<file path="src/rtl/freq_meter_pkg.sv">
// rtl/freq_meter_pkg.sv - shared types, constants and helpers for the frequency meter
package freq_meter_pkg;

    // Board clock rate; the default gate window of this many cycles is one second.
    localparam int CLK_HZ = 12000000;

    typedef enum logic [1:0] {
        ST_IDLE = 2'd0,
        ST_GATE = 2'd1,
        ST_DONE = 2'd2
    } state_e;

    // Width of the gate down-counter: clog2 of the window length, never below 1.
    function automatic int gate_width(input int cycles);
        int w;
        w = $clog2(cycles);
        if (w < 1) begin
            w = 1;
        end
        return w;
    endfunction

endpackage

</file>
<file path="src/rtl/freq_meter_edge_sync.sv">
// rtl/freq_meter_edge_sync.sv - multi-flop synchronizer with rising-edge detector
module edge_sync #(
    parameter int SYNC_STAGES = 2
) (
    input  logic clk,
    input  logic rst_n,
    input  logic async_in,
    output logic rise
);

    logic [SYNC_STAGES-1:0] sync_q;
    logic [SYNC_STAGES-1:0] sync_d;
    logic                   prev_q;
    logic                   prev_d;

    // Shift the raw input through the chain; keep the last synchronized value for edge detection.
    always_comb begin
        sync_d = {sync_q[SYNC_STAGES-2:0], async_in};
        prev_d = sync_q[SYNC_STAGES-1];
    end

    // Synchronizer and history flops, cleared by reset so no stale edge survives it.
    always_ff @(posedge clk or negedge rst_n) begin
        if (!rst_n) begin
            sync_q <= '0;
            prev_q <= 1'b0;
        end else begin
            sync_q <= sync_d;
            prev_q <= prev_d;
        end
    end

    assign rise = sync_q[SYNC_STAGES-1] & ~prev_q;

endmodule

</file>
<file path="src/rtl/freq_meter.sv">
// rtl/freq_meter.sv - gated edge counter measuring an asynchronous square wave
module freq_meter
    import freq_meter_pkg::*;
#(
    parameter int GATE_CYCLES = CLK_HZ,
    parameter int CNT_WIDTH   = 24,
    parameter int SYNC_STAGES = 2
) (
    input  logic                 clk,
    input  logic                 rst_n,
    input  logic                 sig_in,
    input  logic                 start,
    input  logic                 continuous,
    input  logic                 abort,
    output logic                 busy,
    output logic [CNT_WIDTH-1:0] count,
    output logic                 count_valid,
    output logic                 overflow
);

    localparam int GW = gate_width(GATE_CYCLES);
    localparam logic [GW-1:0]        GATE_LOAD = GW'(GATE_CYCLES - 1);
    localparam logic [GW-1:0]        GATE_ONE  = GW'(1);
    localparam logic [CNT_WIDTH-1:0] CNT_ONE   = CNT_WIDTH'(1);

    logic                 edge_det;
    state_e               state_q,    state_d;
    logic [GW-1:0]        gate_cnt_q, gate_cnt_d;
    logic [CNT_WIDTH-1:0] edge_cnt_q, edge_cnt_d;
    logic                 ovf_q,      ovf_d;
    logic [CNT_WIDTH-1:0] count_q,    count_d;
    logic                 overflow_q, overflow_d;

    edge_sync #(
        .SYNC_STAGES(SYNC_STAGES)
    ) u_edge_sync (
        .clk     (clk),
        .rst_n   (rst_n),
        .async_in(sig_in),
        .rise    (edge_det)
    );

    // Window sequencing, saturating edge count, and capture of the result on window end.
    always_comb begin
        state_d    = state_q;
        gate_cnt_d = gate_cnt_q;
        edge_cnt_d = edge_cnt_q;
        ovf_d      = ovf_q;
        count_d    = count_q;
        overflow_d = overflow_q;
        case (state_q)
            ST_IDLE: begin
                if (start || continuous) begin
                    state_d    = ST_GATE;
                    gate_cnt_d = GATE_LOAD;
                    edge_cnt_d = '0;
                    ovf_d      = 1'b0;
                end
            end
            ST_GATE: begin
                if (edge_det) begin
                    if (&edge_cnt_q) begin
                        ovf_d = 1'b1;
                    end else begin
                        edge_cnt_d = edge_cnt_q + CNT_ONE;
                    end
                end
                if (gate_cnt_q != '0) begin
                    gate_cnt_d = gate_cnt_q - GATE_ONE;
                end
                // Abort wins over completion; the previous result stays visible.
                if (abort) begin
                    state_d = ST_IDLE;
                end else if (gate_cnt_q == '0) begin
                    state_d    = ST_DONE;
                    count_d    = edge_cnt_d;
                    overflow_d = ovf_d;
                end
            end
            ST_DONE: begin
                if (continuous) begin
                    state_d    = ST_GATE;
                    gate_cnt_d = GATE_LOAD;
                    edge_cnt_d = '0;
                    ovf_d      = 1'b0;
                end else begin
                    state_d = ST_IDLE;
                end
            end
            default: begin
                state_d = ST_IDLE;
            end
        endcase
    end

    // State, counters and result registers; reset discards any measurement in flight.
    always_ff @(posedge clk or negedge rst_n) begin
        if (!rst_n) begin
            state_q    <= ST_IDLE;
            gate_cnt_q <= '0;
            edge_cnt_q <= '0;
            ovf_q      <= 1'b0;
            count_q    <= '0;
            overflow_q <= 1'b0;
        end else begin
            state_q    <= state_d;
            gate_cnt_q <= gate_cnt_d;
            edge_cnt_q <= edge_cnt_d;
            ovf_q      <= ovf_d;
            count_q    <= count_d;
            overflow_q <= overflow_d;
        end
    end

    assign busy        = (state_q == ST_GATE);
    assign count_valid = (state_q == ST_DONE);
    assign count       = count_q;
    assign overflow    = overflow_q;

endmodule

</file>
<file path="config.mk">
export PLATFORM = sky130hd
export DESIGN_NAME = freq_meter
export DESIGN_NICKNAME = d
export VERILOG_FILES = /design/src/rtl/freq_meter_pkg.sv /design/src/rtl/freq_meter_edge_sync.sv /design/src/rtl/freq_meter.sv
export SDC_FILE = /design/constraint.sdc
export NUM_CORES = 1
export LEC_CHECK = 0
export ABC_AREA = 1
export CORE_UTILIZATION = 38
export CTS_CLUSTER_DIAMETER = 120
export DETAILED_ROUTE_END_ITERATION = 8
export GPL_ROUTABILITY_DRIVEN = 0
export GPL_TIMING_DRIVEN = 0
export PLACE_DENSITY_LB_ADDON = 0.1
export SLEW_MARGIN = 5
export SYNTH_ARGS = -nofsm -noshare
export SYNTH_HDL_FRONTEND = slang
export SYNTH_SLANG_ARGS = --single-unit
</file>
<file path="constraint.sdc">
create_clock -name clk -period 2 [get_ports clk]
set_input_delay 0.4 -clock clk [delete_from_list [all_inputs] [get_ports clk]]
set_output_delay 0.4 -clock clk [all_outputs]
set_load 0.005 [all_outputs]
</file>
Word-level counts from Yosys, hierarchy flattened
Index checks and enable logic that the tools add are counted.
{ "word_totals": {"reg_bits": 79, "input_bits": 6, "output_inout_bits": 27, "elab_cells": 48} }
{ "op_classes": {"add_sub_neg": 2, "n_eq_ne": 6, "mux": 19, "bitwise": 3, "reduce_logical": 10} }
{ "op_table": {"columns": ["operator", "count"], "rows": [
  ["2-to-1 mux 24 bit", 7],
  ["one-hot mux 24 bit (3 select lines)", 2],
  ["adder 24 x 1 -> 24 bit (second input constant)", 1],
  ["logical NOT 24 bit", 1],
  ["AND reduction 24 bit", 1],
  ["nonzero test 24 bit", 1],
  ["subtractor 24 x 1 -> 24 bit (second input constant)", 1],
  ["2-to-1 mux 2 bit", 3],
  ["one-hot mux 2 bit (3 select lines)", 1],
  ["AND reduction 3 bit", 2],
  ["2-to-1 mux 1 bit", 5],
  ["!= test 2 bit (second input constant)", 2],
  ["AND reduction 4 bit", 1],
  ["!= test 3 x 2 -> 1 bit (second input constant)", 1],
  ["one-hot mux 1 bit (3 select lines)", 1],
  ["nonzero test 3 bit", 1],
  ["equality test 2 x 1 -> 1 bit (second input constant)", 1],
  ["equality test 2 bit (second input constant)", 1],
  ["logical NOT 2 bit", 1],
  ["!= test 2 x 1 -> 1 bit (second input constant)", 1],
  ["NOT 1 bit", 2],
  ["AND reduction 2 bit", 1],
  ["bitwise AND 1 bit", 1],
  ["logical OR 1 bit", 1]
]} }

Depth between registers and ports, before layout
{ "depth": {"ltp_word": 4, "depth_mapped": 11, "ltp_nobuf": 11} }

Cells and area by module
Synthesis repeated with hierarchy kept, for this count alone.
{ "unflattened": {"hier_cells": 682, "hier_area_um2": 4745.8} }
{ "modules_own_cells": {"columns": ["mod", "instances", "cells_per_inst", "area_each_um2", "seq_area_each_um2"], "rows": [
  ["freq_meter", 1, 677, 4660.7, 1901.8],
  ["edge_sync", 1, 5, 85.1, 75.1]
]} }

Least setup slack after synthesis
OpenSTA, ideal clock, no wires.
{ "synth_timing": {"kind": "register -> register", "startpoint": "register edge_cnt_q[0]", "endpoint": "register edge_cnt_q[14]", "setup_time_ps": 117, "t_arrival_ps": 1470, "required_ps": 1883, "setup_slack_ps": 413, "path_stages_with_launch": 10, "n_path_buf": 0, "synth_period_minus_slack_ps": 1587, "cell_sequence": "dfrtp_1 ha_1 nand3_1 nor2_4 nand3_1 nor2_2 nand2_1 xor2_1 nand2_1 nand2_1"} }
{ "synth_between": {"elab_chain_cells": 4, "word_cells_on_any_way": 5, "cone_classes": "add/sub: 1; mux: 3; reduce/logical: 1"} }
{ "synth_rtl": {"columns": ["item", "line_no", "rtl"], "rows": [
  ["start, declared", "freq_meter.sv:29", "logic [CNT_WIDTH-1:0] edge_cnt_q, edge_cnt_d;"],
  ["start signal, assigned", "freq_meter.sv:108", "edge_cnt_q <= edge_cnt_d;"],
  ["adder 24 x 1 -> 24 bit / AND reduction 24 bit (equally long branches)", "freq_meter.sv:65, freq_meter.sv:62", null],
  ["2-to-1 mux 24 bit (*)", "freq_meter.sv:62", "if (&edge_cnt_q) begin"],
  ["2-to-1 mux 24 bit (*)", "freq_meter.sv:61", "if (edge_det) begin"],
  ["one-hot mux 24 bit (3 select lines) (*)", "freq_meter.sv:51", "case (state_q)"]
]} }
Every way passes the cells marked *; elsewhere a longest branch is shown, timed or not.
A chain may end at the register's enable or synchronous reset.

Worst setup path after layout
{ "layout_timing": {"startpoint": "register state_q[1]", "endpoint": "output port count_valid"} }
{ "layout_between": {"elab_chain_cells": 1} }
{ "layout_rtl": {"columns": ["item", "line_no", "rtl"], "rows": [
  ["start, declared", "freq_meter.sv:27", "state_e state_q, state_d;"],
  ["start signal, assigned", "freq_meter.sv:106", "state_q <= state_d;"],
  ["equality test 2 bit", "freq_meter.sv:116", "assign count_valid = (state_q == ST_DONE);"],
  ["end, declared", "freq_meter.sv:17", "output logic count_valid,"]
]} }
Every way passes these cells.

==> out/results.tsv <==
metric	value	unit
dpl_cell_area	5218	um2
io_buffers	32	
start_util	39.03	%
clock_skew	0.006541	ns
power_switching	1.555	mW
finalNonFillerCells	867	
layout-drive-gt1-share	12.36	%
cpLargestDelayFamily	buffers and inverters	
insertion_delay	0.35	ns
synthTopCellsByArea	dfrtp_1, nand2_1, nand3_1	
combPwrFrac	21.3	%
dpl.cell_count	846	
drt-pass1-iter-count	4	
maxCapViolCount	0	
crit_path_start	state_q[1]	
critPathCaptureType	primary output	
grt_overflow	0	
seqCellArea	1977	um2
yosysSeqAreaShare	42.17	%
final-hold-violation-count	0	
areaGrowthSynthToFinish	20.47	%
synth_edf_count	0	
grt_pass1_vias	4216	
cp_slowest_stage_delay	0.50	ns
finalNetCount	724	
hp-start	u_edge_sync.sync_q[0]	
period_minus_slack	1.880	ns
p_seq_share	39.0	%
timing.final.ws_setup	0.1197	ns
fmax	0.5318	GHz
syn_nets	675	
slew_headroom	64.46	%
power.density	868.6	nW/um2
grt_pass1_wl	20630	um
finalSetupViolCount	0	
worst_r2r_endpoint	count[19]	
grt_usage	20.94	%
clock_path_buffers	2	
clk_pin_slew	0.06	ns
crit_buf_inv	3	
numCtsBuffers	9	
finish.utilization	47.02	%
worst_slew_pin_slew	0.5331	ns
crit_path_start_kind	flip-flop	
synth-seq-cells	79	
slew_viol_final	0	
cp.arrival	1.48	ns
antennaDiodeCount	0	
crit_required	1.60	ns
synth.distinct_cells	30	
cts_tree	yes	
clockPowerShare	39.7	%
fp.dieArea	12790	um2
max-vdd-ir-drop	440.0	uV
htree_levels	3	
wl	12270	um
yosysMostFrequentCell	nand2_1	
syn_area	4688	um2
antenna_found_initial	0	
rr_startpoint	gate_cnt_q[0]	
rsz0062_at_grt	yes	
r2r_slack	0.16	ns
r2r_cells	9	
grt_max_degree	53	
design_area	5648	um2
p_leak	2.610	nW
numClockSinks	79	
min_to	u_edge_sync.sync_q[1]	
intPower	3.350	mW
core.rowCount	40	
hold_depth	0	
worstPathMaxFanout	3	
ant_nets	0	
fillCellCount	1236	
post_drt_via_cell_ratio	4.994	
critical_path.cell_chain	buf_4 -> inv_2 -> nor2_1 -> clkdlybuf4s50_1	
critPathKind	reg2out	
place_hpwl	9005	um
multi_input_area	2435	um2
wl_per_cell	14.15	um
route.detailed.drc	0	
syn_area_per_cell	7.039	um2
syn_inst	666	
synth_largest_area_cell	dfrtp_1	
core	12010	um2
swShare	31.70	%
yosys_warnings	0	
fin_crit_sh	94.02	%
vias	4330	
totalPowerFinal	4.906	mW
final.setup.tns	0	ns
cts_root_buffer	clkbuf_16	
die_h	113.1	um
post-place-ws	-0.3228	ns
hold_ws	0.3585	ns
drt_iter0_markers	201	
yosys.area.top_type_share	42.17	%
status	completed	
synth_ff_type	dfrtp_1	
cp_slowest_cell	clkdlybuf4s50_1	
yosys-top-cells-count	nand2_1, dfrtp_1, nand3_1, nor2_1, inv_1	
hp-class	reg2reg	
async_flop_share	100.0	%
ios	33	
dieWidth	113.1	um
[worst max path at each step]
stage                      to  slack, ns  depth (start not counted)
2_1_floorplan  edge_cnt_q[14]       0.41                          9
3_3_place_gp   gate_cnt_q[12]      -2.44                          1
3_5_place_dp   gate_cnt_q[14]      -0.32                          9
4_1_cts        gate_cnt_q[14]       0.02                         10
5_1_grt             count[17]    -0.0007                          9
6_report          count_valid       0.12                          4
[logic make-up after synthesis]
family	share of synthesized area, %
and+or+nand+nor	43.53
DFF	42.17
buffers and inverters	6.539
AOI/OAI and AO/OA	4.724
xor gates and xnor gates	2.242
adders and majority gates	0.8007
[sequential cells by signal (all words and copies together), names as in the netlist]
register            count
gate_cnt_q             24
edge_cnt_q             24
state_q                 2
u_edge_sync.sync_q      2
ovf_q                   1
count                  24
overflow                1
u_edge_sync.prev_q      1
[power by group through the flow]
stage	clock network [mW]	logic (mW)	registers, mW
floorplan	0	0.638	1.90
global placement	0	0.934	1.93
CTS	1.99	1.05	1.90
global route	2.05	1.18	1.94
finish	1.95	1.05	1.91
detailed placement	0	0.954	1.93
[repair_timing]
action / 4_1_cts / 5_1_grt
resized for setup: 8 / 4
cloned: 0 / 0
pin swaps: 1 / 0
endpoints found under the hold margin: 27 / 0
hold buffers: 1 / 0
setup buffers: 4 / 0
endpoints found under the setup margin: 1 / 23
[layout by cell type (no fill, tap or decap), types with 2 or more instances in the layout]
cell type and n:
nand2_1 263, dfrtp_1 79, nand3_1 69, nor2_1 68, inv_1 44, clkdlybuf4s50_1 30
o21ai_0 20, nand4_1 18, nor2_2 14, o21ai_1 10, nand2_2 9, clkbuf_16 9
xor2_1 8, buf_6 7, inv_2 6, buf_2 6, or2_2 6, buf_4 6
nand3b_1 5, o21ai_2 5, nor2_4 4, xnor2_1 4, nand3_2 3, o21bai_1 3
bufinv_16 3, clkbuf_1 2, nor3_1 2, clkinv_2 2
[routing by layer]
| layer | vias to the layer above | GRT usage [%] | share of wire (%) |
|---|---|---|---|
| met2 | 56 | 36.56 | 50 |
| li1 | 2214 | - | - |
| met4 | 0 | 9.737 | 2.1 |
| met3 | 22 | 3.321 | 2.5 |
| met5 | - | 0 | 0 |
| met1 | 2038 | 25.31 | 45 |
[layout make-up]
cell class	instances	share of cell area (%)
Timing Repair Buffer	38	6.801
Inverter	52	3.500
Clock inverter	6	1.905
Sequential cell	79	35.00
Clock buffer	10	4.231
Buffer	16	2.193
Tap cell	147	3.257
Multi-Input combinational cell	519	43.11
Note: power is estimated with default switching activity, not from simulation.
